==> src/rtl/noc_pkg.sv <==
// Shared NoC router definitions for the side-buffer control path.
// Contents: side-buffer FSM state type, default sizing constants and a
// modular increment helper used for round-robin pointer updates.
package noc_pkg;

    localparam int unsigned NUM_PORT_DEF  = 4;  // pipeline slots N/E/S/W
    localparam int unsigned STARVE_TH_DEF = 8;  // mirrors SIDE_BUF_CNT_TH
    localparam int unsigned COOL_CYC_DEF  = 2;

    typedef enum logic [1:0] {
        NORMAL = 2'd0,
        STARVE = 2'd1,
        COOL   = 2'd2
    } sb_state_e;

    // (idx + 1) mod n without a divider
    function automatic int unsigned wrap_inc(input int unsigned idx, input int unsigned n);
        return ((idx + 32'd1) >= n) ? 32'd0 : (idx + 32'd1);
    endfunction

endpackage

==> src/rtl/rr_pick.sv <==
// Round-robin picker: first asserted request at or after ptr, wrapping mod N.
// Ports:
//   req  in   N    request vector
//   ptr  in   PW   starting position
//   gnt  out  N    one-hot grant (zero when no request)
//   idx  out  PW   index of the granted bit (zero when no request)
module rr_pick #(
    parameter int unsigned N  = 4,
    parameter int unsigned PW = (N > 1) ? $clog2(N) : 1
) (
    input  logic [N-1:0]  req,
    input  logic [PW-1:0] ptr,
    output logic [N-1:0]  gnt,
    output logic [PW-1:0] idx
);

    logic [PW-1:0] pos;
    logic          found;

    // scan N positions starting at ptr, keep the first hit
    always_comb begin
        gnt   = '0;
        idx   = '0;
        pos   = '0;
        found = 1'b0;
        for (int unsigned k = 0; k < N; k++) begin
            pos = PW'((32'(ptr) + k) % N);
            if (!found && req[pos]) begin
                found    = 1'b1;
                gnt[pos] = 1'b1;
                idx      = pos;
            end
        end
    end

endmodule

==> src/rtl/side_buf_ctrl.sv <==
// Control end of the MinBD side buffer. Each cycle decides whether to capture
// one deflected flit, reinject the buffer head into a free slot, or (when the
// buffer has starved) swap a network flit for the head.
// Ports:
//   clk, rst            clock, synchronous active-high reset
//   slot_vld            slot i holds a flit
//   deflect_req         slot i flit is a buffering candidate (subset of slot_vld)
//   sb_empty, sb_full   side-buffer status
//   deflect_to_sb_vld   write deflected flit, slot in deflect_sel (one-hot)
//   redirect_gnt        write redirected flit (swap), slot in redirect_sel (one-hot)
//   inject_gnt          pop buffer head, target slot in inject_sel (one-hot)
//   starve              FSM is in STARVE
// Outputs are combinational from registered state and current inputs.
module side_buf_ctrl
    import noc_pkg::*;
#(
    parameter int unsigned NUM_PORT  = NUM_PORT_DEF,
    parameter int unsigned STARVE_TH = STARVE_TH_DEF,
    parameter int unsigned COOL_CYC  = COOL_CYC_DEF
) (
    input  logic                clk,
    input  logic                rst,
    input  logic [NUM_PORT-1:0] slot_vld,
    input  logic [NUM_PORT-1:0] deflect_req,
    input  logic                sb_empty,
    input  logic                sb_full,
    output logic                deflect_to_sb_vld,
    output logic [NUM_PORT-1:0] deflect_sel,
    output logic                redirect_gnt,
    output logic [NUM_PORT-1:0] redirect_sel,
    output logic                inject_gnt,
    output logic [NUM_PORT-1:0] inject_sel,
    output logic                starve
);

    localparam int unsigned PW     = (NUM_PORT > 1) ? $clog2(NUM_PORT) : 1;
    localparam int unsigned CNT_W  = $clog2(STARVE_TH + 1);
    localparam int unsigned COOL_W = (COOL_CYC > 1) ? $clog2(COOL_CYC) : 1;

    sb_state_e          state, state_nxt;
    logic [CNT_W-1:0]   cnt, cnt_nxt;
    logic [PW-1:0]      rr_ptr, rr_ptr_nxt;
    logic [COOL_W-1:0]  cool_cnt, cool_cnt_nxt;

    logic [NUM_PORT-1:0] free;
    logic [NUM_PORT-1:0] free_lo;
    logic [NUM_PORT-1:0] dfl_gnt, red_gnt;
    logic [PW-1:0]       dfl_idx, red_idx;

    // slots vacated by a deflect this cycle are still occupied, so free is slot_vld only
    assign free    = ~slot_vld;
    assign free_lo = free & (~free + NUM_PORT'(1));

    rr_pick #(.N(NUM_PORT), .PW(PW)) u_dfl_pick (
        .req (deflect_req),
        .ptr (rr_ptr),
        .gnt (dfl_gnt),
        .idx (dfl_idx)
    );

    rr_pick #(.N(NUM_PORT), .PW(PW)) u_red_pick (
        .req (slot_vld),
        .ptr (rr_ptr),
        .gnt (red_gnt),
        .idx (red_idx)
    );

    // state register
    always_ff @(posedge clk) begin
        if (rst) begin
            state    <= NORMAL;
            cnt      <= '0;
            rr_ptr   <= '0;
            cool_cnt <= '0;
        end else begin
            state    <= state_nxt;
            cnt      <= cnt_nxt;
            rr_ptr   <= rr_ptr_nxt;
            cool_cnt <= cool_cnt_nxt;
        end
    end

    // next state: starvation counter, round-robin pointer and FSM
    always_comb begin
        state_nxt    = state;
        cnt_nxt      = cnt;
        rr_ptr_nxt   = rr_ptr;
        cool_cnt_nxt = cool_cnt;

        // a pop (including the pop half of a swap) restarts the count
        if (sb_empty || inject_gnt) begin
            cnt_nxt = '0;
        end else if (cnt != CNT_W'(STARVE_TH)) begin
            cnt_nxt = cnt + CNT_W'(1);
        end

        if (deflect_to_sb_vld) begin
            rr_ptr_nxt = PW'(wrap_inc(32'(dfl_idx), NUM_PORT));
        end else if (redirect_gnt) begin
            rr_ptr_nxt = PW'(wrap_inc(32'(red_idx), NUM_PORT));
        end

        case (state)
            NORMAL: begin
                if (cnt_nxt == CNT_W'(STARVE_TH)) begin
                    state_nxt = STARVE;
                end
            end
            STARVE: begin
                if (redirect_gnt) begin
                    state_nxt    = COOL;
                    cool_cnt_nxt = COOL_W'(COOL_CYC - 1);
                end else if (inject_gnt || sb_empty) begin
                    state_nxt = NORMAL;
                end
            end
            COOL: begin
                if (cool_cnt == '0) begin
                    state_nxt = (cnt_nxt == CNT_W'(STARVE_TH)) ? STARVE : NORMAL;
                end else begin
                    cool_cnt_nxt = cool_cnt - COOL_W'(1);
                end
            end
            default: state_nxt = NORMAL;
        endcase
    end

    // per-cycle grants; everything held low during reset
    always_comb begin
        deflect_to_sb_vld = 1'b0;
        deflect_sel       = '0;
        redirect_gnt      = 1'b0;
        redirect_sel      = '0;
        inject_gnt        = 1'b0;
        inject_sel        = '0;
        starve            = 1'b0;
        if (!rst) begin
            starve = (state == STARVE);
            if ((|deflect_req) && !sb_full) begin
                deflect_to_sb_vld = 1'b1;
                deflect_sel       = dfl_gnt;
            end
            // a deflect uses the single write port, so it blocks the swap
            if ((state == STARVE) && !sb_empty && !sb_full && (free == '0) && !deflect_to_sb_vld) begin
                redirect_gnt = 1'b1;
                redirect_sel = red_gnt;
                inject_gnt   = 1'b1;
                inject_sel   = red_gnt;
            end else if (!sb_empty && (|free)) begin
                inject_gnt = 1'b1;
                inject_sel = free_lo;
            end
        end
    end

endmodule

==> config.mk <==
export PLATFORM = sky130hd
export DESIGN_NAME = side_buf_ctrl
export DESIGN_NICKNAME = d
export VERILOG_FILES = /design/src/rtl/noc_pkg.sv /design/src/rtl/rr_pick.sv /design/src/rtl/side_buf_ctrl.sv
export SDC_FILE = /design/constraint.sdc
export NUM_CORES = 1
export LEC_CHECK = 0
export ABC_AREA = 1
export BUFFER_PORTS_ARGS = -buffer_cell sky130_fd_sc_hd__buf_4
export CORE_MARGIN = 4
export CORE_UTILIZATION = 59
export DETAILED_ROUTE_END_ITERATION = 16
export PLACE_DENSITY = 0.95
export SLEW_MARGIN = 40
export SYNTH_ARGS = -nofsm -noshare
export SYNTH_HDL_FRONTEND = slang
export SYNTH_SLANG_ARGS = --single-unit
==> constraint.sdc <==
create_clock -name clk -period 3.62 [get_ports clk]
set_input_delay 0.181 -clock clk [delete_from_list [all_inputs] [get_ports clk]]
set_output_delay 0.181 -clock clk [all_outputs]
set_load 0.02 [all_outputs]
After elaboration in Yosys (flattened, before gate mapping). Cells that the tools add are included.

Bits in registers: 9. Bits of input ports: 12. Logic and storage cells: 150.

$add $sub $neg: 8. Magnitude comparators: 10. Eq/ne operators: 8. Mux-type cells: 77. Bitwise operators: 9. Reduce and logical (&&, ||, !) cells: 34.

Operators with widths (count): $mux 4 (17); $mux 2 (16); $mux 1 (30); $or 4x4->4 (6); $bmux 1 s2 (8); $logic_and 1x1->1 (16); $lt 2x3->1 const B (4); $logic_not 1->1 (9); $add 4x1->4 const B (2); $demux 1 s2 (4); $ge 2x1->1 const B (4); $not 4->4 (2); $reduce_or 4->1 (2); $add 2x1->3 const B (2); $ge 3x3->1 const B (2); $ne 2x2->1 const B (3); $pmux 2 s3 (1); $add 2x2->2 const B (2); $and 4x4->4 (1); $eq 4x4->1 const B (1); $logic_not 4->1 (1); $ne 4x4->1 const B (1); $reduce_bool 2->1 (2); $ne 3x3->1 const B (1); other kinds (9) (9).

Logic depth before layout (Yosys ltp). Gate-level depths: netlist of run 1.

Word-level depth: 17. Mapped depth: 16. Gate-level depth less buffers: 15.

By module. Synthesis of run 1 repeated with hierarchy kept, for this count alone.

Cells, all modules: 280. Area, all modules: 1759.2 µm².

By module, submodules not included: side_buf_ctrl (times used 1, cells each 116, area each 767.0 µm², sequential area each 180.2 µm²); rr_pick at u_red_pick (times used 1, cells each 82, area each 515.5 µm², sequential area each 0.0 µm²); rr_pick at u_dfl_pick (times used 1, cells each 82, area each 476.7 µm², sequential area each 0.0 µm²).

Worst setup path before layout of run 1. OpenSTA, ideal clock, no wires.

Path kind: reg2out. Start: register with a tool-made name. End: output deflect_sel[1]. Data arrival time: 2091 ps. Data required time: 3439 ps. Slack: 1348 ps. Cell stages (with the launch flop): 15. Buffers on the path: 1. Cells stage by stage: dfxtp_1 inv_2 buf_6 ha_1 inv_2 nand3_2 nand2_4 inv_2 nor2_4 nand3_1 o22ai_1 a21oi_1 o21ai_0 nand2_1 inv_1.

RTL lines: end: declaration (RTL line side_buf_ctrl.sv:28) `output logic [NUM_PORT-1:0] deflect_sel,`.

==> results of run 1 <==
==> critical path: cells and delay by family (launching register included) <==
| kind | cells | cell delay, ns |
|---|---|---|
| buf+inv | 5 | 0.71 |
| fa+ha+maj | 1 | 0.46 |
| flops | 1 | 0.71 |
| simple gates | 5 | 0.55 |
| compound gates | 3 | 0.30 |
==> path summary, 6_finish.rpt <==
path / start / end / slack (ns)
worst max-delay path: flop / deflect_sel[2] / 0.45
worst max register to register: flop / rr_ptr[1] / 0.89
worst min-delay path: rst / state[1] / 0.13
worst min register to register: cool_cnt / cool_cnt / 0.47
==> power groups by stage <==
| stage | registers [mW] | logic (mW) | clock network (mW) |
|---|---|---|---|
| floorplan | 0.114 | 0.368 | 0 |
| global placement | 0.122 | 0.434 | 0 |
| detailed placement | 0.123 | 0.442 | 0 |
| CTS | 0.121 | 0.446 | 0.0828 |
| global route | 0.122 | 0.499 | 0.0872 |
| finish | 0.121 | 0.453 | 0.0834 |
==> cells by family after synthesis <==
group                    after synthesis  share of synthesized area [%]
AO/OA/AOI/OAI                         37                          14.81
XOR/XNOR                               2                          1.192
adder cells (fa/ha/maj)                8                          6.809
buffers and inverters                 50                          14.13
flip-flops                             9                          12.26
AND/OR/NAND/NOR                      146                          50.81
==> Yosys cell counts <==
master	count	area (um2)
nand3_4	1	17.52
o21ai_0	9	45.04
o22ai_1	6	37.54
nor2_2	4	25.02
nand2_1	65	244.0
inv_1	42	157.7
o21ai_2	1	8.760
nand4_2	1	12.51
nor2_1	21	78.83
nor2_4	2	22.52
nand2_4	4	45.04
o221ai_1	2	17.52
nand4_1	7	43.79
nor4_1	1	6.260
ha_1	8	100.1
nand3_2	7	70.07
xor2_1	1	8.760
a31oi_1	1	6.260
buf_6	2	22.52
nand3_1	16	80.08
a211oi_1	3	22.52
o31ai_1	1	7.510
or2_1	3	18.77
inv_2	5	18.77
nand2_2	10	62.56
inv_6	1	8.760
xnor2_1	1	8.760
nor3_1	4	20.02
o21ai_1	4	20.02
a21oi_1	9	45.04
a22oi_1	1	7.510
dfxtp_1	9	180.2
==> area by class of cell <==
type | count | area (um2)
sequential | 9 | 180.2
timing repair buffer | 27 | 202.7
tap | 28 | 35.03
multi-input combinational | 193 | 1082
fill | 194 | 585.6
clock buffer | 4 | 26.28
inverter | 48 | 185.2
==> per-layer routing <==
layer	share of wire (%)	vias up	wire length [um]	track usage, %
li1	-	884	-	-
met1	46	749	1723	31.60
met2	45	67	1697	36.94
met3	7.5	6	281	4.232
met4	1.2	0	46	5.960
met5	0	-	0	0
==> metrics by stage <==
stage	std cells	hold WS (ns)	power (mW)
CTS	309	0.1272	0.6489
finish	309	0.1305	0.6579
global placement	305	0.4085	0.5555
global route	309	0.1297	0.7086
detailed placement	305	0.4086	0.5648
floorplan	252	0.2501	0.4824
==> impl_metrics.csv, run 1 <==
group,metric,value,unit
clock_network,path_clk_slew,0.07,ns
synth,synth_nets,272,
pwr,cellLeakagePower,0.9358,nW
clock_network,clk_latency,0.27,ns
floorplan,dieArea,3354,um2
pwr,p_sw_share,55.19,%
placed_design,post_dp_cell_area,1685,um2
floorplan,rows,17,
cells_and_area,final_area,1712,um2
min_path,worst_hold_path_type,"in -> reg",
floorplan,die_h,57.92,um
cells_and_area,nets,302,
timing,hold_viol,0,
setup_path,critPathMaxStageDelay,0.71,ns
pwr,power_density,384.4,nW/um2
clock_network,ctsHoldBuffers,0,
timing,rsz0062_at_grt,"false",
setup_path,path_max_fanout,18,
cells_and_area,final_common_cell,"nand2_1",
timing,relSlewSlack,58.06,%
global_route,grt_start_max_net_pins,19,
setup_path,reg2reg_depth,15,
min_path,min_path_cells,2,
setup_path,crit_path_cell_trace,"inv_2 -> ha_1 -> inv_2 -> nand3_2 -> nand2_4 -> inv_2 -> nor2_4 -> nand3_1 -> o22ai_1 -> a21oi_1 -> o21ai_0 -> nand2_1 -> inv_1 -> buf_4",
floorplan,start_util,64.00,%
synth,syn-instance-count,252,
floorplan,ios,28,
detailed_routing,first_pass_iters,4,
outcome,status,"finished, final reports clean",
synth,yosysWarningCount,0,
timing,worst_slack,0.4484,ns
setup_path,worstPathRequired,3.44,ns
placed_design,io_buffers,27,
clock_network,cts_root_buf,"clkbuf_4",
pwr,p_clk_share,12.7,%
placed_design,dp.final_hpwl,2951,um
pwr,p_sw,0.3631,mW
cells_and_area,postLayoutCoreUtil,74.51,%
clock_network,cts_tree,"yes",
pwr,power_frac_comb,68.9,%
global_route,antenna_found_initial,0,
cells_and_area,antenna-diode-count,0,
timing,worst_pin_slew,0.6233,ns
setup_path,arrival,2.99,ns
detailed_routing,wl_per_cell,12.14,um
setup_path,endpoint_kind,"primary output",
timing,fin_tns_setup,0,ns
timing,slew_violations,0,
synth,avgSynthCellArea,5.834,um2
clock_network,cts_num_sinks,9,
detailed_routing,drt_iter0_drc,120,
timing,fmax,315.3,MHz
global_route,track_usage,23.03,%
run,maxCapViolCount,0,
synth,synth_area,1470,um2
cells_and_area,drive_above_1_share,23.49,%
synth,ys_types,32,
detailed_routing,wirelength,3750,um
floorplan,die_x,57.92,um
timing,setup_violations,0,
detailed_routing,vias,1706,
timing,clock_skew,0.001088,ns
detailed_routing,drc,0,
floorplan,core_area,2297,um2
detailed_routing,ant_nets,0,
setup_path,slowest_stage,"dfxtp_1",
synth,ys_seq_elements,9,
pwr,p_int,0.2948,mW
synth,seq_area_frac_synth,12.26,%
placed_design,routabilityCongestion,0.9300,
cells_and_area,layout_common_cells,"nand2_1, inv_1, buf_4",
detailed_routing,routed_via_density,5.521,
clock_network,cts_buffers,3,
setup_path,cp-start-kind,"flop",
global_route,overflow,0,
pwr,ir_worst_vdd,0.2691,mV
clock_network,clockBufferDepth,2,
cells_and_area,syn2layout_area_growth,16.43,%
setup_path,crit_type,"reg -> out",
clock_network,post_cts_resized,0,
global_route,grt_pass1_vias,1486,
clock_network,htreeDepth,1,
timing,period_share,87.61,%
global_route,grt_pass1_wl,6272,um
pwr,share_seq_of_total_power,18.4,%
timing,layout_min_cycle_time,3.172,ns
clock_network,post_cts_buffers,0,
placed_design,post-place-ws,0.7937,ns
setup_path,cp_common_cell,"inv_2",
Power figures use the tool's default switching activity.
==> run 2, diff against run 1 <==
--- a/config.mk
+++ b/config.mk
@@ -10,7 +10,7 @@
 export CORE_MARGIN = 4
 export CORE_UTILIZATION = 59
 export DETAILED_ROUTE_END_ITERATION = 16
-export PLACE_DENSITY = 0.95
+export PLACE_DENSITY = 0.86
 export SLEW_MARGIN = 40
 export SYNTH_ARGS = -nofsm -noshare
 export SYNTH_HDL_FRONTEND = slang
==> run 2 against run 1 <==
- critical path depth is the same
- final cell count up 0.32%
- global-route usage fell by 0.66 points
- register-to-register slack improved by 0.34 ns
- flip-flop and latch count unchanged
- non-clock buffer count up 1
- fmax increased by 11%
- sequential power decreased by 9%
- worst hold slack better by 0.0019 ns
- clock power is 6.7% lower
- sequential share of layout area barely moved
- count of clock-buffer cells in the layout unchanged
- largest power group unchanged
==> impl_metrics.csv, run 2 (synthesis results as in run 1) <==
group,metric,value,unit
timing,worst_pin_slew,0.5777,ns
clock_network,cts_root_buf,"clkbuf_4",
timing,rsz0062_at_grt,"false",
floorplan,rows,17,
setup_path,cp_common_cell,"inv_2",
cells_and_area,antenna-diode-count,0,
global_route,track_usage,22.38,%
setup_path,endpoint_kind,"primary output",
setup_path,crit_path_cell_trace,"inv_2 -> ha_1 -> inv_2 -> nand3_2 -> nand2_4 -> inv_2 -> nor2_4 -> nand3_1 -> o22ai_1 -> a21oi_1 -> o21ai_0 -> nand2_1 -> inv_1 -> buf_4",
timing,layout_min_cycle_time,2.861,ns
detailed_routing,drc,0,
cells_and_area,fillers,202,
clock_network,cts_num_sinks,9,
clock_network,cts_buffers,3,
setup_path,worstPathRequired,3.44,ns
pwr,p_int,0.2981,mW
placed_design,io_buffers,27,
setup_path,crit_family,"buffers and inverters",
detailed_routing,vias,1708,
global_route,grt_pass1_wl,6058,um
global_route,overflow,0,
detailed_routing,drt_iter0_drc,105,
detailed_routing,routed_via_density,5.510,
timing,clock_skew,0.004948,ns
pwr,power_frac_comb,71.3,%
floorplan,die_x,57.92,um
cells_and_area,postLayoutCoreUtil,74.84,%
min_path,min_path_cells,2,
pwr,p_sw_share,54.45,%
floorplan,ios,28,
clock_network,post_cts_buffers,0,
clock_network,post_cts_resized,0,
global_route,grt_pass1_vias,1462,
timing,setup_violations,0,
cells_and_area,final_common_cell,"nand2_1",
detailed_routing,wirelength,3744,um
min_path,holdPathEnd,"state[1]",
pwr,p_sw,0.3563,mW
clock_network,path_clk_slew,0.06,ns
timing,slew_violations,0,
cells_and_area,multi_input_area,1082,um2
pwr,ir_worst_vdd,0.2644,mV
setup_path,cp.buffers_inverters,5,
timing,fin_tns_setup,0,ns
min_path,worstHoldStart,"rst",
cells_and_area,syn2layout_area_growth,16.94,%
timing,relSlewSlack,61.13,%
setup_path,critPathMaxStageDelay,0.56,ns
global_route,antenna_found_initial,0,
floorplan,start_util,64.00,%
setup_path,crit_type,"reg -> out",
min_path,worst_hold_path_type,"in -> reg",
cells_and_area,drive_above_1_share,23.76,%
setup_path,r2r_slack,1.23,ns
global_route,grt_start_max_net_pins,19,
clock_network,cts_tree,"yes",
timing,period_share,79.04,%
outcome,status,"finished, final reports clean",
cells_and_area,seqCellArea,180.2,um2
pwr,power_density,380.6,nW/um2
timing,fmax,349.5,MHz
clock_network,clk_latency,0.26,ns
timing,hold_viol,0,
cells_and_area,layout_common_cells,"nand2_1, inv_1, buf_4",
run,maxCapViolCount,0,
setup_path,slowest_stage,"dfxtp_1",
floorplan,core_area,2297,um2
setup_path,r2r-start,"rr_ptr[1]",
placed_design,dp.final_hpwl,3080,um
setup_path,r2r-end,"rr_ptr[1]",
setup_path,cp.depth,14,
cells_and_area,nets,303,
detailed_routing,ant_nets,0,
placed_design,routabilityCongestion,0.8732,
pwr,share_seq_of_total_power,16.8,%
floorplan,dieArea,3354,um2
detailed_routing,wl_per_cell,12.08,um
setup_path,arrival,2.68,ns
setup_path,cp-start-kind,"flop",
detailed_routing,first_pass_iters,4,
floorplan,die_h,57.92,um
pwr,cellLeakagePower,0.9410,nW
clock_network,ctsHoldBuffers,0,
setup_path,path_max_fanout,10,
clock_network,clockBufferDepth,2,
clock_network,htreeDepth,1,
pwr,p_clk_share,11.9,%
setup_path,reg2reg_depth,15,
run 2: cell count changes in the layout (fill, tap and decap cells not counted), sizes merged:
cell,before,now
buf,27,28
run 2: layout make-up:
type	instances	area share (%)
Clock buffer	4	1.528
Inverter	48	10.77
Multi-Input combinational cell	193	62.95
Sequential cell	9	10.48
Tap cell	28	2.038
Timing Repair Buffer	28	12.23
run 2: how the worst max path moves through the flow:
stage               slack [ns]       from             end
finish                    0.76  rr_ptr[1]  deflect_sel[2]
global route              0.56  rr_ptr[1]  deflect_sel[1]
CTS                       0.80  rr_ptr[1]  deflect_sel[0]
detailed placement        1.08  rr_ptr[1]  deflect_sel[0]
global placement          1.12  rr_ptr[1]  deflect_sel[2]
floorplan                 1.35       flop  deflect_sel[1]
run 2: metrics by stage:
step	total power, mW	setup slack (ns)	instance area, um2	hold WS, ns	std cells
after floorplan	0.4824	1.348	1470	0.2501	252
after global placement	0.5667	1.117	1693	0.4074	306
after detailed placement	0.5715	1.083	1693	0.4077	306
after CTS	0.6499	0.7962	1719	0.1273	310
after global routing	0.7107	0.5578	1719	0.1301	310
final	0.6544	0.7586	1719	0.1324	310
run 2: power groups by stage:
stage	sequential [mW]	combinational (mW)	clock, mW
3_5_place_dp	0.112	0.459	0
4_1_cts	0.110	0.461	0.0792
5_1_grt	0.111	0.516	0.0844
6_report	0.110	0.466	0.0778
3_3_place_gp	0.112	0.454	0
2_1_floorplan	0.114	0.368	0
run 2: layer usage:
layer / wire, um / vias to the layer above / part of all wire (%) / track usage (%)
met5: 0 / - / 0 / 0
met4: 21 / 0 / 0.56 / 4.305
met3: 367 / 5 / 9.8 / 4.677
met2: 1636 / 75 / 44 / 34.35
met1: 1719 / 746 / 46 / 32.26
li1: - / 882 / - / -
==> run 3, diff against run 2 <==
--- a/config.mk
+++ b/config.mk
@@ -8,9 +8,9 @@
 export ABC_AREA = 1
 export BUFFER_PORTS_ARGS = -buffer_cell sky130_fd_sc_hd__buf_4
 export CORE_MARGIN = 4
-export CORE_UTILIZATION = 59
+export CORE_UTILIZATION = 51
 export DETAILED_ROUTE_END_ITERATION = 16
-export PLACE_DENSITY = 0.86
+export PLACE_DENSITY = 0.79
 export SLEW_MARGIN = 40
 export SYNTH_ARGS = -nofsm -noshare
 export SYNTH_HDL_FRONTEND = slang
==> constraint.sdc (replaced) <==
create_clock -name clk -period 2.36 [get_ports clk]
set_input_delay 0.118 -clock clk [delete_from_list [all_inputs] [get_ports clk]]
set_output_delay 0.118 -clock clk [all_outputs]
set_load 0.02 [all_outputs]
==> run 3 against run 2 <==
- combinational power rose by 67%
- register-to-register slack got worse by 0.74 ns
- critical path depth fell by 3
- flip-flop and latch count did not move
- power rose by 63%
- count of clock-buffer cells in the layout did not move
- wire length rose by 6.9%
- critical path type unchanged
==> impl_metrics.csv, run 3 (synthesis results as in run 1) <==
group,metric,value,unit
cells_and_area,final_common_cell,"nand2_1",
timing,fmax,455.8,MHz
setup_path,slowest_stage,"dfxtp_1",
timing,period_share,92.96,%
cells_and_area,final_cells,319,
setup_path,r2r-end,"rr_ptr[1]",
run,maxCapViolCount,0,
timing,slew_violations,0,
placed_design,dp.final_hpwl,3212,um
timing,rsz0062_at_grt,"false",
timing,hold_viol,0,
min_path,worstHoldStart,"rst",
timing,worst_pin_slew,0.3229,ns
global_route,overflow,0,
pwr,finalPower,1.064,mW
clock_network,clockBufferDepth,2,
detailed_routing,drc,0,
setup_path,critPathMaxStageDelay,0.34,ns
cells_and_area,antenna-diode-count,0,
setup_path,reg2reg_depth,15,
pwr,cellLeakagePower,0.9741,nW
clock_network,ctsHoldBuffers,0,
min_path,holdPathEnd,"state[0]",
clock_network,path_clk_slew,0.07,ns
floorplan,ios,28,
cells_and_area,syn2layout_area_growth,22.55,%
timing,setup_violations,0,
timing,relSlewSlack,78.45,%
clock_network,cts_num_sinks,9,
setup_path,r2r_slack,0.49,ns
detailed_routing,routed_via_density,5.404,
detailed_routing,vias,1724,
timing,whs,0.07609,ns
clock_network,clk_latency,0.26,ns
timing,clock_skew,0.004419,ns
setup_path,cp-start-kind,"flop",
clock_network,cts_root_buf,"clkbuf_4",
floorplan,die_x,61.69,um
floorplan,start_util,53.31,%
setup_path,crit_path_cell_trace,"inv_2 -> ha_4 -> inv_4 -> nand3_2 -> o21ai_4 -> nand3_2 -> nor2_2 -> a211oi_1 -> or2_1 -> nand2_1 -> buf_4",
setup_path,crit_type,"reg -> out",
outcome,status,"finished, final reports clean",
placed_design,routabilityCongestion,0.9106,
detailed_routing,wl_per_cell,12.55,um
timing,worst_slack,0.1662,ns
floorplan,dieArea,3806,um2
setup_path,endpoint_kind,"primary output",
min_path,worst_hold_path_type,"in -> reg",
floorplan,core_area,2758,um2
global_route,grt_start_max_net_pins,18,
floorplan,rows,19,
cells_and_area,nets,309,
min_path,min_path_cells,2,
global_route,grt_pass1_wl,6444,um
setup_path,arrival,2.08,ns
placed_design,io_buffers,27,
cells_and_area,layout_common_cells,"nand2_1, inv_1, buf_4",
setup_path,path_max_fanout,7,
timing,layout_min_cycle_time,2.194,ns
pwr,ir_worst_vdd,0.3589,mV
placed_design,dpl.cell_count,315,
placed_design,post-place-ws,0.2739,ns
setup_path,worstPathRequired,2.24,ns
detailed_routing,ant_nets,0,
detailed_routing,wirelength,4002,um
clock_network,post_cts_buffers,0,
detailed_routing,drt_iter0_drc,88,
cells_and_area,drive_above_1_share,26.39,%
pwr,power_density,590.8,nW/um2
floorplan,die_h,61.69,um
timing,fin_tns_setup,0,ns
detailed_routing,first_pass_iters,4,
clock_network,cts_buffers,3,
global_route,track_usage,22.03,%
global_route,antenna_found_initial,0,
global_route,grt_pass1_vias,1517,
setup_path,cp_common_cell,"nand3_2",
clock_network,htreeDepth,1,
cells_and_area,fillers,269,
clock_network,cts_tree,"yes",
-- run 3: timing repair --
| action | in CTS | in global routing |
|---|---|---|
| gates cloned | 0 | 0 |
| gates resized for setup | 2 | 6 |
| endpoints found under the setup margin | 2 | 10 |
-- run 3: worst max-delay path, delay by kind of cell (launching register included) --
kind / cells / cell delay (ns)
AND/OR/NAND/NOR: 5 / 0.70
flip-flops: 1 / 0.34
buffers and inverters: 3 / 0.30
adder cells (fa/ha/maj): 1 / 0.27
AO/OA/AOI/OAI: 2 / 0.19
-- run 3: cell type report --
cell class | count | area [um2] | share of cell area (%)
multi-input combinational | 193 | 1110 | 61.60
timing repair buffer | 34 | 259.0 | 14.37
inverter | 48 | 187.7 | 10.42
sequential | 9 | 180.2 | 10.00
tap | 31 | 38.79 | 2.153
clock buffer | 4 | 26.28 | 1.458
-- run 3: worst max-delay path by stage --
stage                    from             end  slack, ns  cells past startpoint
floorplan                flop  deflect_sel[1]       0.15                     14
global placement         flop   inject_sel[3]       0.33                     10
detailed placement  rr_ptr[1]   inject_sel[1]       0.27                     12
CTS                 rr_ptr[1]   inject_sel[3]       0.04                     10
global route             flop   inject_sel[1]       0.02                     13
finish                   flop   inject_sel[3]       0.17                     11
-- run 3: metrics by stage --
step                      utilization (%)  area [um2]
after floorplan                         -        1470
after global routing                65.34        1802
final                               65.34        1802
after CTS                           64.20        1770
after global placement              63.16        1742
after detailed placement            63.16        1742
-- run 3: power breakdown --
group	leakage [nW]	internal (mW)	total [mW]	switching (mW)
clock network	0.0150	0.0652	0.122	0.0565
logic	0.886	0.265	0.779	0.514
registers	0.0731	0.159	0.164	0.00462
-- run 3: per-layer routing --
layer,GRT usage [%],vias up,wire [um]
met5,0,-,0
met4,4.545,0,44
met3,3.719,6,234
met2,35.72,58,1881
met1,30.76,768,1842
li1,-,892,-
